## config.mk

```make
export PLATFORM = sky130hd
export DESIGN_NAME = cell_hdr_rewriter
export DESIGN_NICKNAME = d
export VERILOG_FILES = /design/src/rtl/cell_hdr_rewriter.sv
export SDC_FILE = /design/constraint.sdc
export NUM_CORES = 1
export LEC_CHECK = 0
export CELL_PAD_IN_SITES_DETAIL_PLACEMENT = 0
export CELL_PAD_IN_SITES_GLOBAL_PLACEMENT = 1
export CORE_ASPECT_RATIO = 1.2
export CORE_UTILIZATION = 41
export CTS_CLUSTER_DIAMETER = 80
export DETAILED_ROUTE_END_ITERATION = 10
export PLACE_DENSITY = 0.87
export SLEW_MARGIN = 20
export SYNTH_ARGS = -nofsm -noshare
export SYNTH_HDL_FRONTEND = slang
export SYNTH_SLANG_ARGS = --single-unit
```

## constraint.sdc

```tcl
create_clock -name clk -period 5.8 [get_ports clk]
set_input_delay 0.58 -clock clk [delete_from_list [all_inputs] [get_ports clk]]
set_output_delay 0.58 -clock clk [all_outputs]
set_load 0.05 [all_outputs]
```

## src/rtl/cell_hdr_rewriter.sv

```systemverilog
// ATM UNI header stage: checks the received HEC, swaps in the VPI from the
// forwarding table, regenerates the HEC and hands the header to the switch core.
module cell_hdr_rewriter #(
    parameter int NumTx = 4,
    parameter int CntW  = 16
) (
    input  logic              clk,
    input  logic              rst,
    input  logic              in_valid,
    output logic              in_ready,
    input  logic [31:0]       in_hdr,
    input  logic [7:0]        in_hec,
    output logic              lut_rd,
    output logic [7:0]        lut_addr,
    input  logic [NumTx+7:0]  lut_data,
    output logic              out_valid,
    input  logic              out_ready,
    output logic [31:0]       out_hdr,
    output logic [7:0]        out_hec,
    output logic [NumTx-1:0]  out_fwd,
    output logic [CntW-1:0]   hec_err_cnt,
    output logic [CntW-1:0]   nofwd_cnt
);

    typedef enum logic [1:0] {IDLE, LOOKUP, WAIT, OUTPUT} state_t;

    // CRC-8 (x^8+x^2+x+1), MSB first, zero init, coset 8'h55 applied at the end.
    function automatic logic [7:0] hec_calc(input logic [31:0] h);
        logic [7:0] c;
        logic       fb;
        c = 8'h00;
        for (int i = 31; i >= 0; i--) begin
            fb = c[7] ^ h[i];
            c  = {c[6:0], 1'b0} ^ (fb ? 8'h07 : 8'h00);
        end
        return c ^ 8'h55;
    endfunction

    state_t state, state_nxt;

    // Only the fields that survive the rewrite are kept; the VPI lives in lut_addr.
    logic [3:0]       gfc_q;
    logic [19:0]      low_q;
    logic             hec_ok;
    logic [NumTx-1:0] lut_fwd;
    logic [7:0]       lut_vpi;
    logic [31:0]      new_hdr;
    logic [7:0]       new_hec;

    assign hec_ok  = (hec_calc(in_hdr) == in_hec);
    assign lut_fwd = lut_data[NumTx+7:8];
    assign lut_vpi = lut_data[7:0];
    assign new_hdr = {gfc_q, lut_vpi, low_q};
    assign new_hec = hec_calc(new_hdr);

    assign in_ready  = (state == IDLE);
    assign lut_rd    = (state == LOOKUP);
    assign out_valid = (state == OUTPUT);

    always_comb begin
        state_nxt = state;
        case (state)
            IDLE:    if (in_valid && hec_ok) state_nxt = LOOKUP;
            LOOKUP:  state_nxt = WAIT;
            WAIT:    state_nxt = (lut_fwd == '0) ? IDLE : OUTPUT;
            OUTPUT:  if (out_ready) state_nxt = IDLE;
            default: state_nxt = IDLE;
        endcase
    end

    always_ff @(posedge clk) begin
        if (rst) begin
            state       <= IDLE;
            gfc_q       <= '0;
            low_q       <= '0;
            lut_addr    <= '0;
            out_hdr     <= '0;
            out_hec     <= '0;
            out_fwd     <= '0;
            hec_err_cnt <= '0;
            nofwd_cnt   <= '0;
        end else begin
            state <= state_nxt;
            case (state)
                IDLE: begin
                    if (in_valid && hec_ok) begin
                        gfc_q    <= in_hdr[31:28];
                        low_q    <= in_hdr[19:0];
                        lut_addr <= in_hdr[27:20];
                    end else if (in_valid && (hec_err_cnt != '1)) begin
                        hec_err_cnt <= hec_err_cnt + 1'b1;
                    end
                end
                WAIT: begin
                    if (lut_fwd == '0) begin
                        if (nofwd_cnt != '1) nofwd_cnt <= nofwd_cnt + 1'b1;
                    end else begin
                        out_hdr <= new_hdr;
                        out_hec <= new_hec;
                        out_fwd <= lut_fwd;
                    end
                end
                default: ;
            endcase
        end
    end

endmodule

```

======== Word level (Yosys, flattened, before mapping) ========
Cells that the tools add are included.
storage, ports and cells
  flip-flop bits (word level) ............. 110
  output and inout bits ................... 87
  word-level logic and storage cells ...... 224
cells by class
  add/subtract/negate cells ............... 2
  eq/ne operators ......................... 8
  multiplexer cells ....................... 68
  bitwise operators ....................... 128
  reductions and logical operators ........ 9
operators with widths
  operator                                               number
  XOR 8 x 3 -> 8 bit                                     54
  2-to-1 mux 3 bit                                       64
  XOR 1 bit                                              52
  adder 16 x 1 -> 16 bit, second input constant          2
  inequality test 16 bit, second input constant          2
  XOR 7 x 3 -> 7 bit                                     2
  XOR 6 x 3 -> 6 bit                                     2
  XOR 1 bit, first input constant                        10
  XOR 5 x 3 -> 5 bit                                     2
  equality test 8 bit                                    1
  inverter 4 bit                                         2
  one-hot mux 2 bit (4 select lines)                     1
  XOR 4 x 3 -> 4 bit                                     2
  2-to-1 mux 2 bit                                       3
  AND reduction 2 bit                                    3
  AND reduction 3 bit                                    2
  equality test 2 bit, second input constant             2
  zero test 4 bit                                        1
  inequality test 2 x 1 -> 1 bit, second input constant  2
  equality test 2 x 1 -> 1 bit, second input constant    1
  logical AND 1 bit                                      2
  zero test 2 bit                                        1
  inverter 1 bit                                         2

======== Depth between registers and ports, before layout ========
Gate-level depths: netlist (run 1).
  word-level depth ........................ 90
  gate-level depth with buffers ........... 12

======== Worst setup path before layout (run 1) ========
OpenSTA, ideal clock, no wires.
  kind .................................... input to register
  from .................................... input port in_hdr[30]
  to ...................................... register lut_addr[7]
  library setup time ...................... 128 ps
  arrival ................................. 3417 ps
  setup slack ............................. 2255 ps
  stages on the path ...................... 11
  path buffers ............................ 2
  cells stage by stage .................... clkbuf_1 xor3_1 xor2_1 xnor3_1 xnor3_1 or3_1 a221oi_4 nand3_2 buf_2 mux2i_1 nor2_1
between the ends
  cells in the longest elaborated chain, start to end .. 47
  elaborated cells between the ends (all ways) .. 79
  classes of those cells .................. 1 x eq/ne; 22 x mux; 54 x bitwise; 2 x reduce/logical
ends and longest elaborated chain
  item                                      RTL line  source
  from (decl)                               11        input logic [31:0] in_hdr,
  XOR 1 bit (*)                             33        fb = c[7] ^ h[i];
  2-to-1 mux 3 bit (*)                      34        c = {c[6:0], 1'b0} ^ (fb ? 8'h07 : 8'h00);
  XOR 4 x 3 -> 4 bit (*)                    34
  XOR 5 x 3 -> 5 bit (*)                    34
  XOR 6 x 3 -> 6 bit (*)                    34
  XOR 7 x 3 -> 7 bit (*)                    34
  XOR 8 x 3 -> 8 bit (*) (2 in series)      34
  XOR 1 bit                                 33
  (+25 left out)                            -
  XOR 8 x 3 -> 8 bit (*) (6 in series)      34
  XOR 1 bit                                 33
  2-to-1 mux 3 bit                          34
  XOR 8 x 3 -> 8 bit (*)                    34
  inverter 4 bit (no source line)           -
  equality test 8 bit (*)                   50        assign hec_ok = (hec_calc(in_hdr) == in_hec);
  logical AND 1 bit (*)                     86        if (in_valid && hec_ok) begin
  AND reduction 2 bit (no source line) (*)  -
  to (signal assigned)                      89        lut_addr <= in_hdr[27:20];
  to (decl)                                 14        output logic [7:0] lut_addr,
Mark *: on every way between the ends. The rest lies on a longest branch, timed or not.
A chain may end at the register's enable or synchronous reset.

======== Worst setup path in the final report (run 1) ========
  from .................................... input port in_hdr[31]
  to ...................................... register lut_addr[0]
between the ends
  cells in the longest elaborated chain, start to end .. 46
  elaborated cells between the ends (all ways) .. 80
  classes of those cells .................. 1 x eq/ne; 23 x mux; 54 x bitwise; 2 x reduce/logical
ends and longest elaborated chain
  item                                                    RTL line
  2-to-1 mux 3 bit (*)                                    34
  XOR 4 x 3 -> 4 bit (*)                                  34
  XOR 5 x 3 -> 5 bit (*)                                  34
  XOR 6 x 3 -> 6 bit (*)                                  34
  XOR 7 x 3 -> 7 bit (*)                                  34
  XOR 8 x 3 -> 8 bit (*)                                  34
  XOR 1 bit or XOR 8 x 3 -> 8 bit (tied branches)         33, 34
  2-to-1 mux 3 bit or XOR 1 bit (tied branches)           34, 33
  (+24 left out)                                          -
  XOR 8 x 3 -> 8 bit (*) (7 in series)                    34
  XOR 1 bit or 2-to-1 mux 3 bit (tied branches)           33, 34
  2-to-1 mux 3 bit or XOR 8 x 3 -> 8 bit (tied branches)  34
  XOR 8 x 3 -> 8 bit (*)                                  34
  inverter 4 bit (no source line)                         -
  equality test 8 bit (*)                                 50
  logical AND 1 bit (*)                                   86
  AND reduction 2 bit (no source line) (*)                -
Marks and branches as above.

==> metrics.txt, run 1 <==
crit path time final 4090 ps; Die Ht 135 µm; CTS max path bufs 2; Clock Skews 9.83 ps; setup ws final 1710 ps; final core utilization 0.550; first-pass GRT wire length 25.1 mm; Post-Synth Adder-Cell Area 0.00412; RSZ-0062 raised after global routing no; antenna violations before repair 0; Psw 679 µW; Detailed Routing Iterations Pass 1 5; worst slew pin tran 587 ps; EDFF count, synth 0; dpl hpwl 11.8 mm; CORE AREA 14400 µm²; Comb power frac 0.357; R2R Setup Slk 3100 ps; final hold violations 0; Worst slew margin 0.605; post-synthesis sequential area ratio 0.363; ANT cells 0; leading area contributor after synthesis dfxtp_1; final setup TNS 0 ps; XOR/XNOR Fraction of Synth Area 0.298; WL/cell 16.4 µm; Compound-Gate Fraction of Synth Area 0.0938; Reg2Reg Depth 9; number of hold buffers added after cts 0; Max Slew Vio Count 0; largest family of logic cells by synthesized area XOR/XNOR gates; total CTS buffers 9; routed wire length 15.5 mm; total track usage 0.210; IO Count 143; Clock power frac 0.294; DIE WIDTH 113 µm; top-count cell post-synth dfxtp_1; Max Fanout on Critical Path 26; WHS Endpoint out_hdr[1]; post-synthesis simple-gate area fraction 0.157; largest net degree at the start of global routing 111; worst hold slack 453 ps; Setup CP Type input port to flop; clk slew on worst S/H paths 70 ps; Mapped Area 6070 µm²; Buffers on Ports 142; routability cong. 0.843; NumNets Final 822; Mean Syn Cell Area 9.49 µm²; Critical Path Sink Type flop; Flop pwr share 0.348; Leak Pwr 0.00313 µW; RR Endpoint out_hec[3]; pwr/cell area 279 nW/µm²; DP Worst Slack 1320 ps; outcome completed; Startpoint Class input port; Max VDD drop 159 µV; hold crit path type flop to flop; arrival time at the worst endpoint 4320 ps; Initial Util 0.421; setup repair bufs after CTS 0; later-pin clock latency in the skew report 350 ps; Sw Share 0.307; Max Clock Freq 0.245 GHz; reg2reg start gfc_q[0]; DR iter-0 viols 247; Rows 48; mux contribution to synthesized area 0.0560; Vias/cell 5.14; Max Cap Viol 0; CP Data Required Time 6030 ps; ANT nets after route 0; Vias 4856; CTS-repair resized insts 0; Synth Instances 640; Hold Path Stages 2; asr flop ratio synth 0; share of layout cells above drive strength 1 0.0416; Yosys warning total 0; Int Power 1540 µW; vias in the first global route 4922; Final Cycle Share 0.704; Post-Syn Nets 698; Area contributors post-synth dfxtp_1 36%, xnor2_1 11%, xnor3_1 9.3%; Area Overhead vs Synth 30.7%; grt ovf 0; hold path start out_hdr[1]; number of remaining DRC errors 0; Setup violations, final 0; Main synth FF type dfxtp_1; Post-synth top cells 110 x dfxtp_1, 89 x nand2_1, 75 x xnor2_1; Synth cell types 40; CTS tree yes; clk sink count 110; H-tree depth 3; share of the synthesized area in the top cell type 0.363; Die ar. 15300 µm²; Clock Tree Root clkbuf_16; flops & latches, synth 110
[final cells by class]
type | instances | area [µm²]
tap | 175 | 219
fill | 1363 | 6480
clock buffer | 10 | 239
timing repair buffer | 147 | 1480
sequential | 110 | 2200
clock inverter | 6 | 76.3
inverter | 7 | 26.3
multi-input combinational | 489 | 3690
[state kept, by name, summed over array words and instances (netlist names), 4 cells and up]
name	count
hec_err_cnt	16
nofwd_cnt	16
out_fwd	4
lut_addr	8
low_q	20
gfc_q	4
out_hdr	32
out_hec	8
[cells by family after synthesis]
logic type	count (synthesis)
AO/OA/AOI/OAI	93
multiplexers	34
buffers and inverters	41
flip-flops	110
AND/OR/NAND/NOR	209
XOR/XNOR	151
adder cells (fa/ha/maj)	2
[worst max-delay path, stage by stage]
cell	delay, ps
clkdlybuf4s50_1	580
xor3_1	490
xor2_1	240
xnor3_1	410
xnor3_1	370
or3_1	360
a221oi_4	360
nand3_2	280
buf_4	360
mux2i_1	200
nor2_1	60
[how the worst max path moves through the flow]
stage / startpoint / endpoint / cells past startpoint
floorplan: in_hdr[30] / lut_addr[7] / 11
global placement: in_hdr[31] / low_q[19] / 11
detailed placement: in_hdr[31] / low_q[6] / 11
CTS: in_hdr[31] / low_q[6] / 11
global route: in_hdr[31] / gfc_q[1] / 11
finish: in_hdr[31] / lut_addr[0] / 11
[cell usage in the layout (no fill, tap or decap), types with 4 or more instances in the layout]
cell type / n
clkbuf_16: 9
o31ai_1: 10
a21oi_1: 56
dfxtp_1: 110
a22oi_1: 4
inv_1: 7
or3_1: 8
nor2b_1: 7
nand4_1: 8
or4_1: 11
mux2i_1: 34
and3_1: 6
and2_1: 5
buf_4: 5
a211oi_1: 5
clkdlybuf4s50_1: 141
xnor3_1: 25
xor2_1: 40
o21ai_0: 5
nor2_1: 59
xnor2_1: 75
nand2_1: 89
xor3_1: 8
nand3_1: 7
[metrics by stage]
step | area (µm²) | power (µW) | cells
finish | 7930 | 2220 | 944
global route | 7930 | 2330 | 944
CTS | 7910 | 2240 | 943
detailed placement | 7590 | 1580 | 927
global placement | 7590 | 1560 | 927
floorplan | 6070 | 1430 | 640
[routing by layer]
| metal | global-route usage | wire length, µm | vias up | share of wire |
|---|---|---|---|---|
| met4 | 0.0694 | 265 | 0 | 0.017 |
| met5 | 0 | 0 | - | 0 |
| li1 | - | - | 2411 | - |
| met1 | 0.248 | 6660 | 2310 | 0.43 |
| met3 | 0.0385 | 538 | 20 | 0.035 |
| met2 | 0.383 | 8030 | 115 | 0.52 |
[power groups by stage]
stage               clock, µW  sequential (µW)  combinational [µW]
finish                    653              772                 792
global route              697              773                 856
CTS                       670              772                 796
detailed placement          0              790                 792
global placement            0              789                 772
floorplan                   0              803                 629
Note: power is estimated with default switching activity, not from simulation.
==> run 2, diff against run 1 <==
CORE_UTILIZATION = 38   (was 41)
PLACE_DENSITY = 0.81   (was 0.87)
clock period = 4.3 ns   (was 5.8 ns; I/O delays follow)
==> run 2 against run 1 <==
  * Sequential share of layout area down 0.10 points
  * Clock power up 28%
  * Final area up 0.38%
  * Critical path type unchanged
  * Worst hold slack about the same
  * Power up 33%
  * Routed wire length up 0.87%
  * Via count up 0.35%
==> metrics.txt, run 2 (synthesis gave the netlist of run 1 again) <==
RSZ-0062 raised after global routing no; fillers 1461; worst slew pin tran 831 ps; CTS tree yes; hold crit path type flop to flop; arrival time at the worst endpoint 3890 ps; clk slew on worst S/H paths 80 ps; Vias 4873; CORE AREA 15600 µm²; DR iter-0 viols 208; Top Registers out_hdr: 32 flops, low_q: 20 flops; Flop pwr share 0.354; crit-path cells clkdlybuf4s50_1, xor3_1, xor2_1, xnor3_1, xnor3_1, or3_1, a221oi_4, nand3_2, buf_12, mux2i_1, nor2_1; Clock Skews 5.14 ps; ANT cells 0; Setup CP Type input port to flop; H-tree depth 3; largest net degree at the start of global routing 111; Die ar. 16500 µm²; Max Fanout on Critical Path 26; max reg flops 32; Psw 925 µW; Max Cap Viol 0; CTS-repair resized insts 0; final hold violations 0; Area Overhead vs Synth 31.2%; routed wire length 15.6 mm; Die Ht 140 µm; Initial Util 0.388; Final Cycle Share 0.857; Vias/cell 4.98; Int Power 2010 µW; Setup violations, final 0; commonest non-fill, non-tap cells in the layout 141 x clkdlybuf4s50_1, 110 x dfxtp_1, 89 x nand2_1; Rows 50; Multi-input gate area 3690 µm²; commonest non-fill, non-tap cell in the layout clkdlybuf4s50_1; CTS max path bufs 2; IO Count 143; pwr/cell area 369 nW/µm²; Max Clock Freq 0.271 GHz; WL/cell 16.0 µm; Sequential cell area 2200 µm²; number of hold buffers added after cts 0; Sw Share 0.315; most used cell, CP xnor3_1; number of remaining DRC errors 0; first-pass GRT wire length 24.9 mm; Detailed Routing Iterations Pass 1 4; total CTS buffers 9; total track usage 0.194; Hold Path Stages 2; Leak Pwr 0.00312 µW; crit path time final 3680 ps; Comb power frac 0.363; ANT nets after route 0; DIE WIDTH 117 µm; clk sink count 110; critical-path cell with the highest stage delay clkdlybuf4s50_1; Clock Tree Root clkbuf_16; Startpoint Class input port; grt ovf 0; Clock power frac 0.283; Max VDD drop 186 µV; setup repair bufs after CTS 0; CP Data Required Time 4510 ps; final setup TNS 0 ps; final core utilization 0.509; Buffers on Ports 142; dpl hpwl 11.7 mm; later-pin clock latency in the skew report 350 ps; Reg2Reg Depth 8; vias in the first global route 4793; Critical Path Sink Type flop; outcome completed; routability cong. 0.835; NumNets Final 824; Worst slew margin 0.446; slowest stage delay, CP 630 ps; Max Slew Vio Count 0; antenna violations before repair 0; share of layout cells above drive strength 1 0.0441; R2R Setup Slk 1570 ps; Reg with most FFs out_hdr
-- run 2: cell count changes in the layout (fill, tap and decap cells not counted), sizes merged --
cell	delta
clkinvlp	+1
bufinv	-1
buf	+2
-- run 2: final timing paths --
kind | from | to
max reg2reg | gfc_q[0] | out_hec[2]
max | in_hdr[30] | low_q[4]
min reg2reg | out_hdr[2] | out_hdr[2]
min | out_hdr[2] | out_hdr[2]
-- run 2: power groups by stage --
stage | sequential [µW] | clock (µW) | combinational, µW
2_1_floorplan | 1080 | 0 | 849
3_3_place_gp | 1060 | 0 | 1050
3_5_place_dp | 1070 | 0 | 1070
4_1_cts | 1040 | 862 | 1070
5_1_grt | 1040 | 909 | 1150
6_report | 1040 | 833 | 1070
-- run 2: critical path: cells and delay by family --
family	cells	cell delay, ps
AOI/OAI and AO/OA	1	360
xor gates and xnor gates	4	1350
buffers and inverters	2	890
and+or+nand+nor	3	680
muxes	1	180
-- run 2: area by class of cell --
type / count / area share
Clock buffer: 10 / 0.0300
Clock inverter: 6 / 0.00676
Inverter: 7 / 0.00330
Multi-Input combinational cell: 489 / 0.464
Sequential cell: 110 / 0.277
Tap cell: 208 / 0.0327
Timing Repair Buffer: 149 / 0.187
-- run 2: through the flow --
stage          total power, µW  area [µm²]  hold WS (ps)  setup WS, ps  instances
6_report                  2940        7960           453           616        979
5_1_grt                   3110        7960           476           463        979
4_1_cts                   2980        7960           455           612        979
3_5_place_dp              2130        7670           446           251        963
3_3_place_gp              2110        7670           441           388        963
2_1_floorplan             1930        6070           445           905        640
-- run 2: layer usage --
| layer | GRT usage | routed length, µm | vias up |
|---|---|---|---|
| met1 | 0.230 | 6720 | 2310 |
| met4 | 0.0772 | 300 | 0 |
| met3 | 0.0350 | 621 | 23 |
| met5 | 0 | 0 | - |
| met2 | 0.346 | 7990 | 118 |
| li1 | - | - | 2422 |
==> run 3, diff against run 2 <==
CELL_PAD_IN_SITES_DETAIL_PLACEMENT = 1   (was 0)
GPL_ROUTABILITY_DRIVEN = 0   (was unset)
==> run 3 against run 2 <==
  * Sequential share of layout area is 0.17 points higher
  * Clock power is 4.0% lower
  * Routed wire length is 13% higher
  * Sequential power hardly changed
  * Worst hold slack better by 6.4 ps
  * Clock skew is 3.9 ps higher
  * Global-route usage is 2.6 points higher
  * Largest power group unchanged
==> metrics.txt, run 3 (synthesis gave the netlist of run 1 again) <==
outcome completed; final hold violations 0; vias in the first global route 5427; number of remaining DRC errors 0; WL/cell 18.1 µm; Vias/cell 5.09; setup repair bufs after CTS 0; Inst Count DP 961; fillers 1804; worst slew pin tran 839 ps; Reg2Reg Depth 9; CORE AREA 15600 µm²; first-pass GRT wire length 28.4 mm; commonest non-fill, non-tap cell in the layout clkdlybuf4s50_1; CP Data Required Time 4560 ps; slowest stage delay, CP 590 ps; R2R Setup Slk 1480 ps; commonest non-fill, non-tap cells in the layout 141 x clkdlybuf4s50_1, 110 x dfxtp_1, 89 x nand2_1; Setup CP Type input port to flop; RSZ-0062 raised after global routing no; Hold Path Stages 2; dpl hpwl 13.5 mm; Die Ht 140 µm; Die ar. 16500 µm²; Critical Path Sink Type flop; Initial Util 0.388; Max Slew Vio Count 0; hold crit path type flop to flop; Setup violations, final 0; ANT nets after route 0; Max Clock Freq 0.252 GHz; clk sink count 110; Startpoint Class input port; crit path time final 3970 ps; DR iter-0 viols 183; ANT cells 0; Max Fanout on Critical Path 24; clk slew on worst S/H paths 70 ps; later-pin clock latency in the skew report 360 ps; Leak Pwr 0.00310 µW; CTS tree yes; critical-path cell with the highest stage delay clkdlybuf4s50_1; Clock Skews 9.05 ps; number of hold buffers added after cts 0; total track usage 0.220; NumNets Final 822; CTS-repair resized insts 0; Reg with most FFs out_hdr; pwr/cell area 371 nW/µm²; crit-path cells clkdlybuf4s50_1, xor3_1, xor2_1, xnor3_1, xnor3_1, or3_1, a221oi_4, a21bo_2, nor2_1, a311oi_2; fin cells 976; Detailed Routing Iterations Pass 1 4; IO Count 143; CTS max path bufs 2; H-tree depth 3; Rows 50; Max VDD drop 172 µV; Max Cap Viol 0; routed wire length 17.7 mm; total CTS buffers 9; Vias 4971; Buffers on Ports 142; antenna violations before repair 0; most used cell, CP xnor3_1; Area Overhead vs Synth 30.3%; Clock Tree Root clkbuf_16; Final Cycle Share 0.924; arrival time at the worst endpoint 4240 ps; Worst slew margin 0.441; final setup TNS 0 ps; grt ovf 0; DIE WIDTH 117 µm; share of layout cells above drive strength 1 0.0404; max reg flops 32; largest net degree at the start of global routing 111; Top Registers out_hdr: 32 flops, low_q: 20 flops
run 3: cell types whose count changed in the layout (fill, tap and decap cells not counted):
cell,previous run,this run
buf_12,1,0
buf_4,6,5
clkbuf_8,1,0
clkinv_2,0,2
clkinv_4,3,1
clkinvlp_4,1,0
inv_6,1,3
inv_8,1,0
run 3: area by class of cell:
type	instances	area, µm²	share of cell area
Inverter	7	26.3	0.00332
Tap cell	208	260	0.0329
Multi-Input combinational cell	489	3690	0.467
Clock inverter	6	45.0	0.00569
Clock buffer	9	225	0.0285
Sequential cell	110	2200	0.278
Timing Repair Buffer	147	1460	0.185
run 3: path summary, 6_finish.rpt:
check	from	end
max	in_hdr[31]	hec_err_cnt[14]
min	out_hdr[24]	out_hdr[24]
max reg2reg	gfc_q[3]	out_hec[3]
min reg2reg	out_hdr[24]	out_hdr[24]
run 3: layer usage:
layer,GRT usage,vias up,part of all wire
met1,0.242,2414,0.40
met3,0.0387,29,0.036
met4,0.0793,0,0.025
met2,0.419,121,0.54
met5,0,-,0
li1,-,2407,-
run 3: metrics by stage:
step / util / power, µW / instance area (µm²) / setup WS (ps) / hold WS (ps)
6_report: 0.506 / 2940 / 7910 / 328 / 460
5_1_grt: 0.506 / 3100 / 7910 / 137 / 482
4_1_cts: 0.506 / 2970 / 7910 / 298 / 462
3_5_place_dp: 0.488 / 2160 / 7640 / -89.1 / 452
3_3_place_gp: 0.488 / 2110 / 7640 / 287 / 441
2_1_floorplan: - / 1930 / 6070 / 905 / 445
run 3: worst max-delay path: cells and delay by family:
family	cells	cell delay, ps
buffers and inverters	1	590
AO/OA/AOI/OAI	3	1070
AND/OR/NAND/NOR	2	480
XOR/XNOR	4	1670
run 3: where the power goes:
group | internal (µW) | total, µW | switching (µW)
combinational | 565 | 1100 | 531
sequential | 1030 | 1040 | 12.6
clock | 396 | 800 | 404
total | 1990 | 2940 | 948
